$ cat src/rtl/polyphase_fir_pkg.sv
// Shared types and constants for the two-phase polyphase FIR controller.
package polyphase_fir_pkg;

  localparam int DATA_W = 16;
  localparam int COEF_W = 16;

  typedef logic signed [DATA_W-1:0] sample_t;
  typedef logic signed [COEF_W-1:0] coef_t;

  typedef enum logic [1:0] {
    IDLE  = 2'd0,
    RUN   = 2'd1,
    FLUSH = 2'd2
  } ctrl_state_t;

  localparam logic [1:0] COEF_ADDR_H0 = 2'd0;
  localparam logic [1:0] COEF_ADDR_H1 = 2'd1;
  localparam logic [1:0] COEF_ADDR_H2 = 2'd2;

  localparam int DEF_H0 = 1;
  localparam int DEF_H1 = 2;
  localparam int DEF_H2 = 3;

endpackage

$ cat src/rtl/polyfir_coef_bank.sv
// Shadow/active tap registers; shadow writes land immediately, active copies
// only when the sequencer reports a pair boundary.
module polyfir_coef_bank
  import polyphase_fir_pkg::*;
#(
  parameter int H0_INIT = DEF_H0,
  parameter int H1_INIT = DEF_H1,
  parameter int H2_INIT = DEF_H2
) (
  input  logic       clk_2f,
  input  logic       rst,
  input  logic       wr_en,
  input  logic [1:0] wr_addr,
  input  coef_t      wr_data,
  input  logic       commit,
  input  logic       boundary,
  output coef_t      h0,
  output coef_t      h1,
  output coef_t      h2
);

  coef_t sh0_q, sh1_q, sh2_q;
  coef_t sh0_d, sh1_d, sh2_d;
  coef_t act0_q, act1_q, act2_q;
  logic  pend_q;
  logic  apply;

  // Next shadow includes this cycle's write so a same-cycle commit sees it.
  always_comb begin
    sh0_d = sh0_q;
    sh1_d = sh1_q;
    sh2_d = sh2_q;
    if (wr_en) begin
      case (wr_addr)
        COEF_ADDR_H0: sh0_d = wr_data;
        COEF_ADDR_H1: sh1_d = wr_data;
        COEF_ADDR_H2: sh2_d = wr_data;
        default: ;
      endcase
    end
  end

  assign apply = boundary && (commit || pend_q);

  always_ff @(posedge clk_2f or posedge rst) begin
    if (rst) begin
      sh0_q  <= coef_t'(H0_INIT);
      sh1_q  <= coef_t'(H1_INIT);
      sh2_q  <= coef_t'(H2_INIT);
      act0_q <= coef_t'(H0_INIT);
      act1_q <= coef_t'(H1_INIT);
      act2_q <= coef_t'(H2_INIT);
      pend_q <= 1'b0;
    end else begin
      sh0_q  <= sh0_d;
      sh1_q  <= sh1_d;
      sh2_q  <= sh2_d;
      pend_q <= (commit || pend_q) && !apply;
      if (apply) begin
        act0_q <= sh0_d;
        act1_q <= sh1_d;
        act2_q <= sh2_d;
      end
    end
  end

  assign h0 = act0_q;
  assign h1 = act1_q;
  assign h2 = act2_q;

endmodule

$ cat src/rtl/polyphase_fir_ctrl.sv
// Sample sequencer for the two-phase polyphase FIR: pair-atomic handshake,
// zero flushes and coefficient commit. Optional stall counter: POLYFIR_CTRL_STALL_CNT_EN.
module polyphase_fir_ctrl
  import polyphase_fir_pkg::*;
#(
  parameter int FLUSH_LEN = 6,
  parameter int CNT_W     = 16,
  parameter int H0_INIT   = DEF_H0,
  parameter int H1_INIT   = DEF_H1,
  parameter int H2_INIT   = DEF_H2
) (
  input  logic                    clk_2f,
  input  logic                    rst,
  input  logic                    enable,
  input  logic                    flush_req,
  input  logic                    s_valid,
  input  logic signed [DATA_W-1:0] s_data,
  output logic                    s_ready,
  output logic signed [DATA_W-1:0] x_out,
  output logic                    x_valid,
  output logic                    x_phase,
  input  logic                    coef_wr_en,
  input  logic [1:0]              coef_wr_addr,
  input  logic signed [COEF_W-1:0] coef_wr_data,
  input  logic                    coef_commit,
  output logic signed [COEF_W-1:0] h0,
  output logic signed [COEF_W-1:0] h1,
  output logic signed [COEF_W-1:0] h2,
  output logic                    busy,
  output logic                    flush_done,
  output logic [CNT_W-1:0]        sample_cnt
`ifdef POLYFIR_CTRL_STALL_CNT_EN
  ,
  output logic [15:0]             stall_cnt
`endif
);

  localparam int FC_W = $clog2(FLUSH_LEN);
  localparam logic [FC_W-1:0] FC_START = FC_W'(FLUSH_LEN - 1);

  ctrl_state_t     state_q, state_d;
  logic            phase_q;
  logic            flush_pend_q;
  logic [FC_W-1:0] fcnt_q;
  logic [CNT_W-1:0] cnt_q;
  logic            accept;
  logic            flush_last;
  logic            boundary;

  sample_t         x_data_p1;
  logic            vld_p1;
  logic            phase_p1;
  logic            done_p1;

  // Leaving RUN is only decided with the phase pointer even, so a pair is never split.
  always_comb begin
    state_d    = state_q;
    s_ready    = 1'b0;
    flush_last = 1'b0;
    case (state_q)
      IDLE: begin
        if (enable) state_d = RUN;
      end
      RUN: begin
        s_ready = 1'b1;
        if (!phase_q) begin
          if (flush_pend_q || flush_req) begin
            s_ready = 1'b0;
            state_d = FLUSH;
          end else if (!enable) begin
            s_ready = 1'b0;
            state_d = IDLE;
          end
        end
      end
      FLUSH: begin
        if (fcnt_q == '0) begin
          flush_last = 1'b1;
          state_d    = enable ? RUN : IDLE;
        end
      end
      default: state_d = IDLE;
    endcase
  end

  assign accept   = s_valid && s_ready;
  assign boundary = (state_q == IDLE) || (state_q == RUN && !phase_q && !accept);

  always_ff @(posedge clk_2f or posedge rst) begin
    if (rst) begin
      state_q      <= IDLE;
      phase_q      <= 1'b0;
      flush_pend_q <= 1'b0;
      fcnt_q       <= FC_START;
      cnt_q        <= '0;
    end else begin
      state_q <= state_d;
      if (accept) begin
        phase_q <= ~phase_q;
        cnt_q   <= cnt_q + 1'b1;
      end
      if (flush_last)
        flush_pend_q <= 1'b0;
      else if (flush_req && state_q == RUN)
        flush_pend_q <= 1'b1;
      if (state_q == FLUSH && !flush_last)
        fcnt_q <= fcnt_q - 1'b1;
      else
        fcnt_q <= FC_START;
    end
  end

  // ---- stage p1: registered sample/zero output toward the splitter ----
  always_ff @(posedge clk_2f or posedge rst) begin
    if (rst) begin
      x_data_p1 <= '0;
      vld_p1    <= 1'b0;
      phase_p1  <= 1'b0;
      done_p1   <= 1'b0;
    end else begin
      vld_p1  <= accept || (state_q == FLUSH);
      done_p1 <= flush_last;
      if (accept) begin
        x_data_p1 <= s_data;
        phase_p1  <= phase_q;
      end else if (state_q == FLUSH) begin
        x_data_p1 <= '0;
        phase_p1  <= ~fcnt_q[0];
      end
    end
  end

`ifdef POLYFIR_CTRL_STALL_CNT_EN
  logic [15:0] stall_q;

  always_ff @(posedge clk_2f or posedge rst) begin
    if (rst)
      stall_q <= '0;
    else if (flush_last)
      stall_q <= '0;
    else if (state_q == RUN && phase_q && !s_valid && stall_q != 16'hFFFF)
      stall_q <= stall_q + 16'd1;
  end

  assign stall_cnt = stall_q;
`endif

  polyfir_coef_bank #(
    .H0_INIT (H0_INIT),
    .H1_INIT (H1_INIT),
    .H2_INIT (H2_INIT)
  ) u_coef_bank (
    .clk_2f   (clk_2f),
    .rst      (rst),
    .wr_en    (coef_wr_en),
    .wr_addr  (coef_wr_addr),
    .wr_data  (coef_wr_data),
    .commit   (coef_commit),
    .boundary (boundary),
    .h0       (h0),
    .h1       (h1),
    .h2       (h2)
  );

  assign x_out      = x_data_p1;
  assign x_valid    = vld_p1;
  assign x_phase    = phase_p1;
  assign flush_done = done_p1;
  assign busy       = (state_q != IDLE);
  assign sample_cnt = cnt_q;

endmodule

$ cat config.mk
export PLATFORM = sky130hd
export DESIGN_NAME = polyphase_fir_ctrl
export DESIGN_NICKNAME = d
export VERILOG_FILES = /design/src/rtl/polyphase_fir_pkg.sv /design/src/rtl/polyfir_coef_bank.sv /design/src/rtl/polyphase_fir_ctrl.sv
export SDC_FILE = /design/constraint.sdc
export NUM_CORES = 1
export LEC_CHECK = 0
export CAP_MARGIN = 40
export CORE_UTILIZATION = 45
export DETAILED_ROUTE_END_ITERATION = 10
export HOLD_SLACK_MARGIN = 0.12
export PLACE_DENSITY = 0.76
export SLEW_MARGIN = 20
export SYNTH_ARGS = -nofsm -noshare
export SYNTH_HDL_FRONTEND = slang
export SYNTH_SLANG_ARGS = --single-unit
$ cat constraint.sdc
create_clock -name clk_2f -period 4.85 [get_ports clk_2f]
set_input_delay 0.97 -clock clk_2f [delete_from_list [all_inputs] [get_ports clk_2f]]
set_output_delay 0.97 -clock clk_2f [all_outputs]
set_load 0.005 [all_outputs]
---- Word level (Yosys, flattened, before mapping) ----
Index checks and enable logic that the tools add are counted.
Widths: inputs -> output; s select.
storage, ports and cells
  register bits after elaboration ......... 139
  output and inout bits ................... 85
operators by class
  mux-type cells .......................... 26
  bitwise logic cells ..................... 2
  add/sub/neg operators ................... 2
  reduce and logical (&&, ||, !) cells .... 22
  eq/ne operators ......................... 8
operators by type and width
  operator               count
  $mux 16                8
  $add 16x1->16 const B  1
  $mux 1                 11
  $mux 2                 5
  $logic_and 1x1->1      7
  $ne 2x2->1 const B     3
  $pmux 2 s3             1
  $reduce_bool 2->1      3
  $eq 2x1->1 const B     2
  $eq 2x2->1 const B     2
  $logic_not 1->1        4
  $logic_not 2->1        2
  $logic_or 1x1->1       4
  $reduce_and 4->1       1
  $logic_not 3->1        1
  $mux 3                 1
  $ne 3x3->1 const B     1
  $sub 3x1->3 const B    1
  $not 1->1              2

---- Depth between registers and ports, before layout ----
Gate-level depths: netlist (run 1).
  depth after elaboration ................. 11
  gate-level depth with buffers ........... 6
  depth with buffers taken out ............ 5

---- Cells and area by module ----
Synthesis (run 1) repeated with hierarchy kept, for this count alone.
second synthesis, totals
  cell total of the unflattened synthesis .. 547
  area total of the unflattened synthesis .. 5505.3 um2
by module, submodules not included
  module              area an instance (um2)  cells an instance  instances  sequential area each (um2)
  polyfir_coef_bank   3641.0                  367                1          2437.3
  polyphase_fir_ctrl  1864.3                  180                1          1053.5

---- Worst setup path after synthesis (run 1) ----
Ideal clock, no wire load.
  kind .................................... input to output
  from .................................... input port flush_req
  to ...................................... output port s_ready
  slack ................................... 2.231 ns
  cell stages on the path ................. 3
  arrival ................................. 1.649 ns
  path buffers ............................ 0
  required time ........................... 3.880 ns
  cells stage by stage .................... or3b_1 > a21o_1 > inv_1
between the ends
  longest elaborated chain between the ends .. 4
RTL lines
  what              line                      text
  from (decl)       polyphase_fir_ctrl.sv:15  input logic flush_req,
  $logic_or 1x1->1  polyphase_fir_ctrl.sv:67  if (flush_pend_q || flush_req) begin
  $mux 1            polyphase_fir_ctrl.sv:67
  $mux 1            polyphase_fir_ctrl.sv:66  if (!phase_q) begin
  $mux 1            polyphase_fir_ctrl.sv:60  case (state_q)
  to (decl)         polyphase_fir_ctrl.sv:18  output logic s_ready,
Every way passes these cells.

---- Worst setup path in the final report (run 1) ----
  from .................................... input port enable
  to ...................................... output port s_ready
between the ends
  longest elaborated chain between the ends .. 4
RTL lines
  what         line                      text
  from (decl)  polyphase_fir_ctrl.sv:14  input logic enable,
  $mux 1       polyphase_fir_ctrl.sv:70  end else if (!enable) begin
  $mux 1       polyphase_fir_ctrl.sv:67
  $mux 1       polyphase_fir_ctrl.sv:66
  $mux 1       polyphase_fir_ctrl.sv:60
Every way passes these cells.

==> results of run 1 <==
-- cell usage after synthesis (6+ instances only) --
master and instances:
o21ai_0 18, inv_1 23, dfstp_2 10, mux2_1 6
mux2_2 91, nand3_1 19, xor2_1 10, xnor2_1 6
nand2_1 9, clkbuf_1 9, nor2_1 10, dfrtp_1 129
-- per-stage QoR --
step	setup WS [ps]	utilization	area, um2	hold slack, ps
6_report	1180	0.649	7530	453
5_1_grt	1110	0.649	7530	482
3_3_place_gp	1220	0.592	6870	437
3_5_place_dp	1190	0.597	6940	441
4_1_cts	1180	0.649	7530	455
2_1_floorplan	172	-	5440	429
-- per-layer routing --
layer	vias to the layer above	wire, um	global-route usage
li1	1613	-	-
met1	1735	4740	0.235
met2	106	5290	0.294
met3	8	774	0.0762
met4	0	70	0.0640
met5	-	0	0
-- report_power, final --
part           internal, uW  total (uW)  switching, uW
registers              1580        1800            226
logic                   908        1410            499
clock network           845        1290            446
-- state kept, by name (all words and copies together) (netlist names) --
register	count
u_coef_bank.pend_q	1
phase_q	1
x_out	16
x_valid	1
u_coef_bank.sh1_q	16
u_coef_bank.h2	16
state_q	2
fcnt_q	3
u_coef_bank.h0	16
u_coef_bank.h1	16
u_coef_bank.sh2_q	16
x_phase	1
u_coef_bank.sh0_q	16
flush_pend_q	1
sample_cnt	16
flush_done	1
-- critical path, stage by stage --
cell and delay [ps]:
clkdlybuf4s50_1 490, or3b_1 380, a21o_1 250, inv_1 110, clkdlybuf4s50_1 510
-- kinds of logic (layout without fill, tap and decap cells) --
logic type | after synthesis | in the layout | share of synthesized area
buf+inv | 37 | 188 | 0.0267
xor+xnor | 16 | 16 | 0.0258
fa+ha+maj | 3 | 3 | 0.00690
simple gates | 66 | 66 | 0.0660
mux | 97 | 97 | 0.201
flops | 139 | 139 | 0.642
compound gates | 30 | 30 | 0.0324
-- cell type report --
type	count	area share
tap	143	0.0238
multi-input combinational	212	0.243
clock inverter	8	0.0153
timing repair buffer	133	0.179
clock buffer	24	0.0640
inverter	23	0.0121
sequential	139	0.463
-- cell usage in the layout, fill, tap and decap left out, types with 2 or more instances in the layout --
| cell | instances |
|---|---|
| a21oi_1 | 5 |
| nand3_1 | 19 |
| clkbuf_16 | 17 |
| nand2_1 | 9 |
| clkdlybuf4s50_1 | 125 |
| mux2_1 | 6 |
| bufinv_16 | 3 |
| clkbuf_8 | 3 |
| o21ai_0 | 18 |
| dfrtp_1 | 129 |
| nand3b_1 | 2 |
| nand4_1 | 4 |
| xnor2_1 | 6 |
| mux2_2 | 91 |
| clkinv_2 | 5 |
| buf_4 | 4 |
| nor2_1 | 10 |
| buf_6 | 2 |
| nand2b_1 | 5 |
| nor4_1 | 3 |
| xor2_1 | 10 |
| ha_1 | 3 |
| inv_1 | 22 |
| clkbuf_1 | 4 |
| a21o_1 | 2 |
| nor3_1 | 5 |
| dfstp_2 | 10 |
-- path summary, 6_finish.rpt --
path | startpoint | to
setup / recovery | enable | s_ready
hold / removal | fcnt_q[0] | fcnt_q[0]
setup reg to reg | flush_pend_q | u_coef_bank.h2[13]
hold reg to reg | fcnt_q[0] | fcnt_q[0]
max in group asynchronous | rst | x_out[12]
min in group asynchronous | rst | u_coef_bank.h0[8]
==> results.json, run 1 <==
{
  "status": "complete, but fails checks",
  "violations": "design-rule violations",
  "drc": 7,
  "ir_worst_vdd_v": 0.000377,
  "fmax_mhz": 272,
  "yosys.area.top_type": "dfrtp_1",
  "cts_max_level": 4,
  "port_buffers": 125,
  "cts.sinks": 139,
  "die_w_um": 112,
  "arrival_ps": 2700,
  "synthDistinctLibCells": 35,
  "grt_overflow": 0,
  "dr.pass1.iters": 9,
  "finalPower_uw": 4500,
  "clock_latency_ps": 410,
  "fin_nets": 570,
  "rows": 39,
  "pin_count": 126,
  "period_share": 0.757,
  "setup_violations": 0,
  "yosys.area.top_type_share": 0.593,
  "synth_cells": 388,
  "antenna_cells": 0,
  "path_max_fanout": 6,
  "grtUsageTotal": 0.187,
  "syn-cell-area_mm2": 0.00544,
  "holdBufCountCts": 0,
  "power_density_mw_per_mm2": 598,
  "multiInputGateArea_mm2": 0.00183,
  "async_flop_share": 1.00,
  "yosysSeqAreaShare": 0.642,
  "hold_viol": 0,
  "crit_type": "in2out",
  "min_period_ps": 3670,
  "final.setup.tns_ps": 0,
  "ys_ff_latch": 139,
  "vias": 3462,
  "synthFlopType": "dfrtp_1",
  "dp_cells": 650,
  "drt_iter0_markers": 127,
  "stdcell_count": 682,
  "syn-num-nets": 432,
  "ff2ff_path_depth": 5,
  "worstPathRequired_ps": 3880,
  "min_path_type": "reg2reg",
  "dp_hpwl_um": 7380,
  "max_cap_viol_count": 0,
  "tightest_slew_ps": 760,
  "grt_antenna_before_repair": 0,
  "drt-vias-per-instance": 5.08,
  "synthTopCellsByArea": "dfrtp_1 59%, mux2_2 19%, dfstp_2 4.8%, nand3_1 1.7%, o21ai_0 1.7%",
  "whs_path_depth": 1,
  "avgSynthCellArea_um2": 14.0,
  "post_cts_buffers": 0,
  "wl_per_cell_um": 16.0,
  "worst_clock_skew_ps": 8.50,
  "syn_to_final_growth_pct": 38.4,
  "maxSlewHeadroom": 0.494,
  "drive_gt1_frac": 0.265,
  "register_area_mm2": 0.00349,
  "start_util": 0.469,
  "rrSetupSlack_ps": 2690,
  "rsz0062_at_grt": "false",
  "start_kind": "input port",
  "cts-root-buf": "clkbuf_16",
  "die_h_um": 112,
  "cp-end-kind": "output port",
  "path_clk_slew_ps": 50,
  "drv_slew": 0,
  "die_area_mm2": 0.0125,
  "ant_nets": 0,
  "ctsLongestPathBuffers": 2,
  "core_area_mm2": 0.0116,
  "cts_resized": 0,
  "synth_edf_count": 0,
  "wirelength_um": 10900,
  "leakage_uw": 0.00331,
  "grt_max_degree": 55,
  "grt_pass1_wl_um": 18100,
  "synth_warnings": 0,
  "numCtsBuffers": 17,
  "gp_congestion": 0.850,
  "grt_pass1_vias": 3577,
  "num-fill-cells": 890,
  "cts_tree": "yes"
}
No activity file was read; power rests on OpenSTA's default activity.
==> inputs of run 2 (changes only) <==
Settings changed: CORE_UTILIZATION 45 to 50, PLACE_DENSITY 0.76 to 0.8.
Clock period 4.85 ns to 3.8 ns, I/O delays scaled along.
==> run 2 against run 1 <==
Effect of this change:
- the run now ends clean
- global-route usage is 2.0 points higher
- first-iteration DRC count is 13% lower
- setup slack worse by 640 ps
- register-to-register slack got worse by 1000 ps
- sequential share of layout area rose by 0.45 points
- combinational power is 28% higher
- largest power group unchanged
==> results.json, run 2 (same netlist as run 1, synthesis figures left out) <==
{
  "min_period_ps": 3260,
  "holdBufCountCts": 0,
  "cts_max_level": 4,
  "post_cts_buffers": 0,
  "grtUsageTotal": 0.207,
  "crit_start": "enable",
  "cts.sinks": 139,
  "cts_resized": 0,
  "stdcell_count": 675,
  "setup_violations": 0,
  "crit_type": "in2out",
  "grt_pass1_vias": 3643,
  "wirelength_um": 11000,
  "critPathBufInv": 3,
  "dr.pass1.iters": 4,
  "drv_slew": 0,
  "start_util": 0.522,
  "final.setup.tns_ps": 0,
  "path_clk_slew_ps": 60,
  "die_area_mm2": 0.0113,
  "min_path_type": "reg2reg",
  "antenna_cells": 0,
  "switching_share": 0.274,
  "worstPathRequired_ps": 3040,
  "rows": 37,
  "layout_commonest_cell": "dfrtp_1",
  "whs_path_depth": 1,
  "final_cell_mix": "129 x dfrtp_1, 125 x clkdlybuf4s50_1, 91 x mux2_2",
  "die_h_um": 106,
  "clock_latency_ps": 510,
  "power_density_mw_per_mm2": 758,
  "grt_pass1_wl_um": 17900,
  "leakage_uw": 0.00328,
  "numCtsBuffers": 17,
  "ff2ff_path_depth": 5,
  "dp_hpwl_um": 7280,
  "p_int_uw": 4100,
  "wl_per_cell_um": 16.2,
  "cp-end-kind": "output port",
  "tightest_slew_ps": 778,
  "core_area_mm2": 0.0104,
  "worst_clock_skew_ps": 10.6,
  "vias": 3517,
  "drt_iter0_markers": 110,
  "maxSlewHeadroom": 0.481,
  "r2r-end": "u_coef_bank.h0[9]",
  "syn_to_final_growth_pct": 37.1,
  "arrival_ps": 2500,
  "drt-vias-per-instance": 5.21,
  "drive_gt1_frac": 0.273,
  "grt_overflow": 0,
  "cp-endpoint": "s_ready",
  "cp_top_family": "buffers and inverters",
  "dp_cells": 643,
  "grt_antenna_before_repair": 0,
  "seq_power_share": 0.407,
  "pwr-share-clk": 0.274,
  "gp_congestion": 0.817,
  "fin_nets": 570,
  "rsz0062_at_grt": "false",
  "cp_common_cell": "clkdlybuf4s50_1",
  "ctsLongestPathBuffers": 2,
  "switching_power_uw": 1550,
  "status": "complete, no violations",
  "crit_chain": "clkdlybuf4s50_1 -> or3b_1 -> a21o_1 -> inv_1 -> clkdlybuf4s50_1",
  "die_w_um": 106,
  "slowest_delay_ps": 500,
  "ant_nets": 0,
  "port_buffers": 125,
  "crit_cells": 5,
  "cts-root-buf": "clkbuf_8",
  "path_max_fanout": 6,
  "pin_count": 126,
  "combPwrFrac": 0.319,
  "critPathSlowestCell": "clkdlybuf4s50_1",
  "r2r-start": "flush_pend_q",
  "rrSetupSlack_ps": 1650,
  "hold_viol": 0,
  "ir_worst_vdd_v": 0.000443,
  "fmax_mhz": 307,
  "period_share": 0.857,
  "start_kind": "input port",
  "grt_max_degree": 65,
  "cts_tree": "yes",
  "max_cap_viol_count": 0,
  "drc": 0
}
run 2: cell types whose count changed in the layout (fill, tap and decap cells not counted), sizes merged:
cell      change
bufinv        -1
clkbuf        -7
clkinv        +3
clkinvlp      +3
inv           +2
run 2: how the worst min path moves through the flow:
stage | start | to | slack, ps
after floorplan | fcnt_q[0] | fcnt_q[0] | 430
after global placement | fcnt_q[0] | fcnt_q[0] | 430
after detailed placement | fcnt_q[0] | fcnt_q[0] | 440
after CTS | fcnt_q[0] | fcnt_q[0] | 460
after global routing | fcnt_q[0] | fcnt_q[0] | 460
final | fcnt_q[0] | fcnt_q[0] | 460
run 2: power groups by stage:
stage / combinational (uW) / clock, uW / sequential, uW
after global placement: 1770 / 0 / 2290
after floorplan: 809 / 0 / 2290
final: 1800 / 1550 / 2300
after detailed placement: 1820 / 0 / 2320
after global routing: 1960 / 1650 / 2360
after CTS: 1840 / 1580 / 2310
run 2: metal layers:
metal,GRT usage,share of wire,vias to the layer above
li1,-,-,1624
met3,0.0871,0.069,8
met2,0.333,0.49,102
met1,0.260,0.43,1783
met4,0.0496,0.0058,0
met5,0,0,-
run 2: area by class of cell:
type                            instances  area (um2)
Inverter                               23        90.1
Tap cell                              136         170
Clock inverter                         15         149
Clock buffer                           17         414
Fill cell                             738        2960
Multi-Input combinational cell        212        1820
Sequential cell                       139        3490
Timing Repair Buffer                  133        1320
run 2: stage by stage:
step                instance area (um2)   util  hold WS [ps]  setup WS, ps  power (uW)
floorplan                          5450      -           429          1310        3100
global placement                   6900  0.662           435           589        4070
detailed placement                 6900  0.662           444           571        4140
CTS                                7460  0.716           459           557        5730
global route                       7460  0.716           464           497        5970
finish                             7460  0.716           456           543        5650
==> inputs of run 3 (changes only) <==
Settings changed: CORE_UTILIZATION 50 to 60, DONT_BUFFER_PORTS set to 1, PLACE_DENSITY 0.8 to 0.76.
==> run 3 against run 2 <==
Effect of this change:
- die area shrank 16%
- global-route usage increased by 0.28 points
- combinational power is 49% lower
- via count fell by 15%
- sequential share of layout area rose by 10 points
- worst hold slack lost 290 ps
- maximum frequency increased by 31%
- flip-flop and latch count stayed put
- sequential power increased by 4%
- largest power group unchanged
- routed wire length fell by 15%
==> results.json, run 3 (same netlist as run 1, synthesis figures left out) <==
{
  "ctsLongestPathBuffers": 2,
  "r2r-end": "u_coef_bank.h0[6]",
  "die_area_mm2": 0.00945,
  "final_cell_mix": "129 x dfrtp_1, 91 x mux2_2, 22 x inv_1",
  "die_w_um": 97.2,
  "period_share": 0.652,
  "ir_worst_vdd_v": 0.000408,
  "cts_resized": 0,
  "clock_latency_ps": 500,
  "r2r-start": "flush_pend_q",
  "path_clk_slew_ps": 60,
  "maxSlewHeadroom": 0.486,
  "tightest_slew_ps": 772,
  "drc": 0,
  "core_area_mm2": 0.00876,
  "fin_nets": 444,
  "worst_clock_skew_ps": 8.67,
  "slowest_delay_ps": 420,
  "drv_slew": 0,
  "min_path_type": "in2async",
  "vias": 2997,
  "ant_nets": 0,
  "start_util": 0.621,
  "grt_overflow": 0,
  "cts-root-buf": "clkbuf_8",
  "holdBufCountCts": 0,
  "grt_pass1_wl_um": 15400,
  "wirelength_um": 9300,
  "start_kind": "register",
  "layout_commonest_cell": "dfrtp_1",
  "pin_count": 126,
  "final.setup.tns_ps": 0,
  "crit_type": "reg2out",
  "drive_gt1_frac": 0.346,
  "min_period_ps": 2480,
  "grt_antenna_before_repair": 0,
  "setup_ws_ps": 1320,
  "critPathSlowestCell": "dfrtp_1",
  "post_cts_buffers": 0,
  "numCtsBuffers": 17,
  "rsz0062_at_grt": "false",
  "gp_congestion": 0.817,
  "port_buffers": 0,
  "worstPathRequired_ps": 3040,
  "leakage_uw": 0.00277,
  "fmax_mhz": 404,
  "cp-end-kind": "output port",
  "drt-vias-per-instance": 5.75,
  "max_cap_viol_count": 0,
  "drt_iter0_markers": 77,
  "dr.pass1.iters": 4,
  "design_area_mm2": 0.00613,
  "pre_cts_ws_ps": 1270,
  "wl_per_cell_um": 17.9,
  "critPathBufInv": 1,
  "cp_top_family": "flip-flops",
  "dp_hpwl_um": 6120,
  "grtUsageTotal": 0.210,
  "cts.sinks": 139,
  "die_h_um": 97.2,
  "status": "complete, no violations",
  "hold_viol": 0,
  "crit_chain": "or3b_1 -> a21o_1 -> inv_1",
  "grt_max_degree": 96,
  "arrival_ps": 1720,
  "cts_max_level": 4,
  "syn_to_final_growth_pct": 12.6,
  "dpl_cell_area_mm2": 0.00563,
  "power_density_mw_per_mm2": 768,
  "ff2ff_path_depth": 5,
  "setup_violations": 0,
  "rrSetupSlack_ps": 1680,
  "finalPower_uw": 4710,
  "rows": 34,
  "fin_util": 0.699,
  "cts_tree": "yes",
  "antenna_cells": 0,
  "grt_pass1_vias": 3084,
  "path_max_fanout": 6
}
[run 3: through the flow]
step,cells,hold slack [ps]
after floorplan,388,429
final,521,163
after detailed placement,489,447
after global placement,487,438
after global routing,521,167
after CTS,521,153
[run 3: worst max-delay path by stage]
| stage | from | endpoint | cells after the start |
|---|---|---|---|
| floorplan | rst | fcnt_q[1] | 1 |
| global placement | enable | u_coef_bank.h0[1] | 5 |
| detailed placement | enable | u_coef_bank.h0[7] | 5 |
| CTS | flush_pend_q | s_ready | 3 |
| global route | flush_pend_q | s_ready | 3 |
| finish | flush_pend_q | s_ready | 3 |
[run 3: area by class of cell]
| type | instances | area [um2] |
|---|---|---|
| Fill cell | 599 | 2630 |
| Clock inverter | 12 | 77.6 |
| Multi-Input combinational cell | 212 | 1820 |
| Inverter | 23 | 90.1 |
| Timing Repair Buffer | 7 | 88.8 |
| Tap cell | 108 | 135 |
| Sequential cell | 139 | 3490 |
| Clock buffer | 20 | 425 |
[run 3: worst register-to-register path, stage by stage (launching register included)]
cell	delay (ps)
dfrtp_1	410
nor3b_1	110
and3_1	220
a2111oi_4	260
buf_4	580
mux2_2	420
[run 3: layer usage]
layer,GRT usage,routed length (um),up-vias,share of wire
li1,-,-,1369,-
met5,0,0,-,0
met2,0.345,4750,109,0.51
met4,0.0667,102,0,0.011
met1,0.247,3760,1509,0.40
met3,0.0978,689,10,0.074
[run 3: where the power goes]
group / switching, uW / total (uW) / leakage [uW] / internal, uW
clock: 587 / 1380 / 0.000241 / 795
sequential: 386 / 2400 / 0.00169 / 2010
combinational: 412 / 924 / 0.000838 / 512
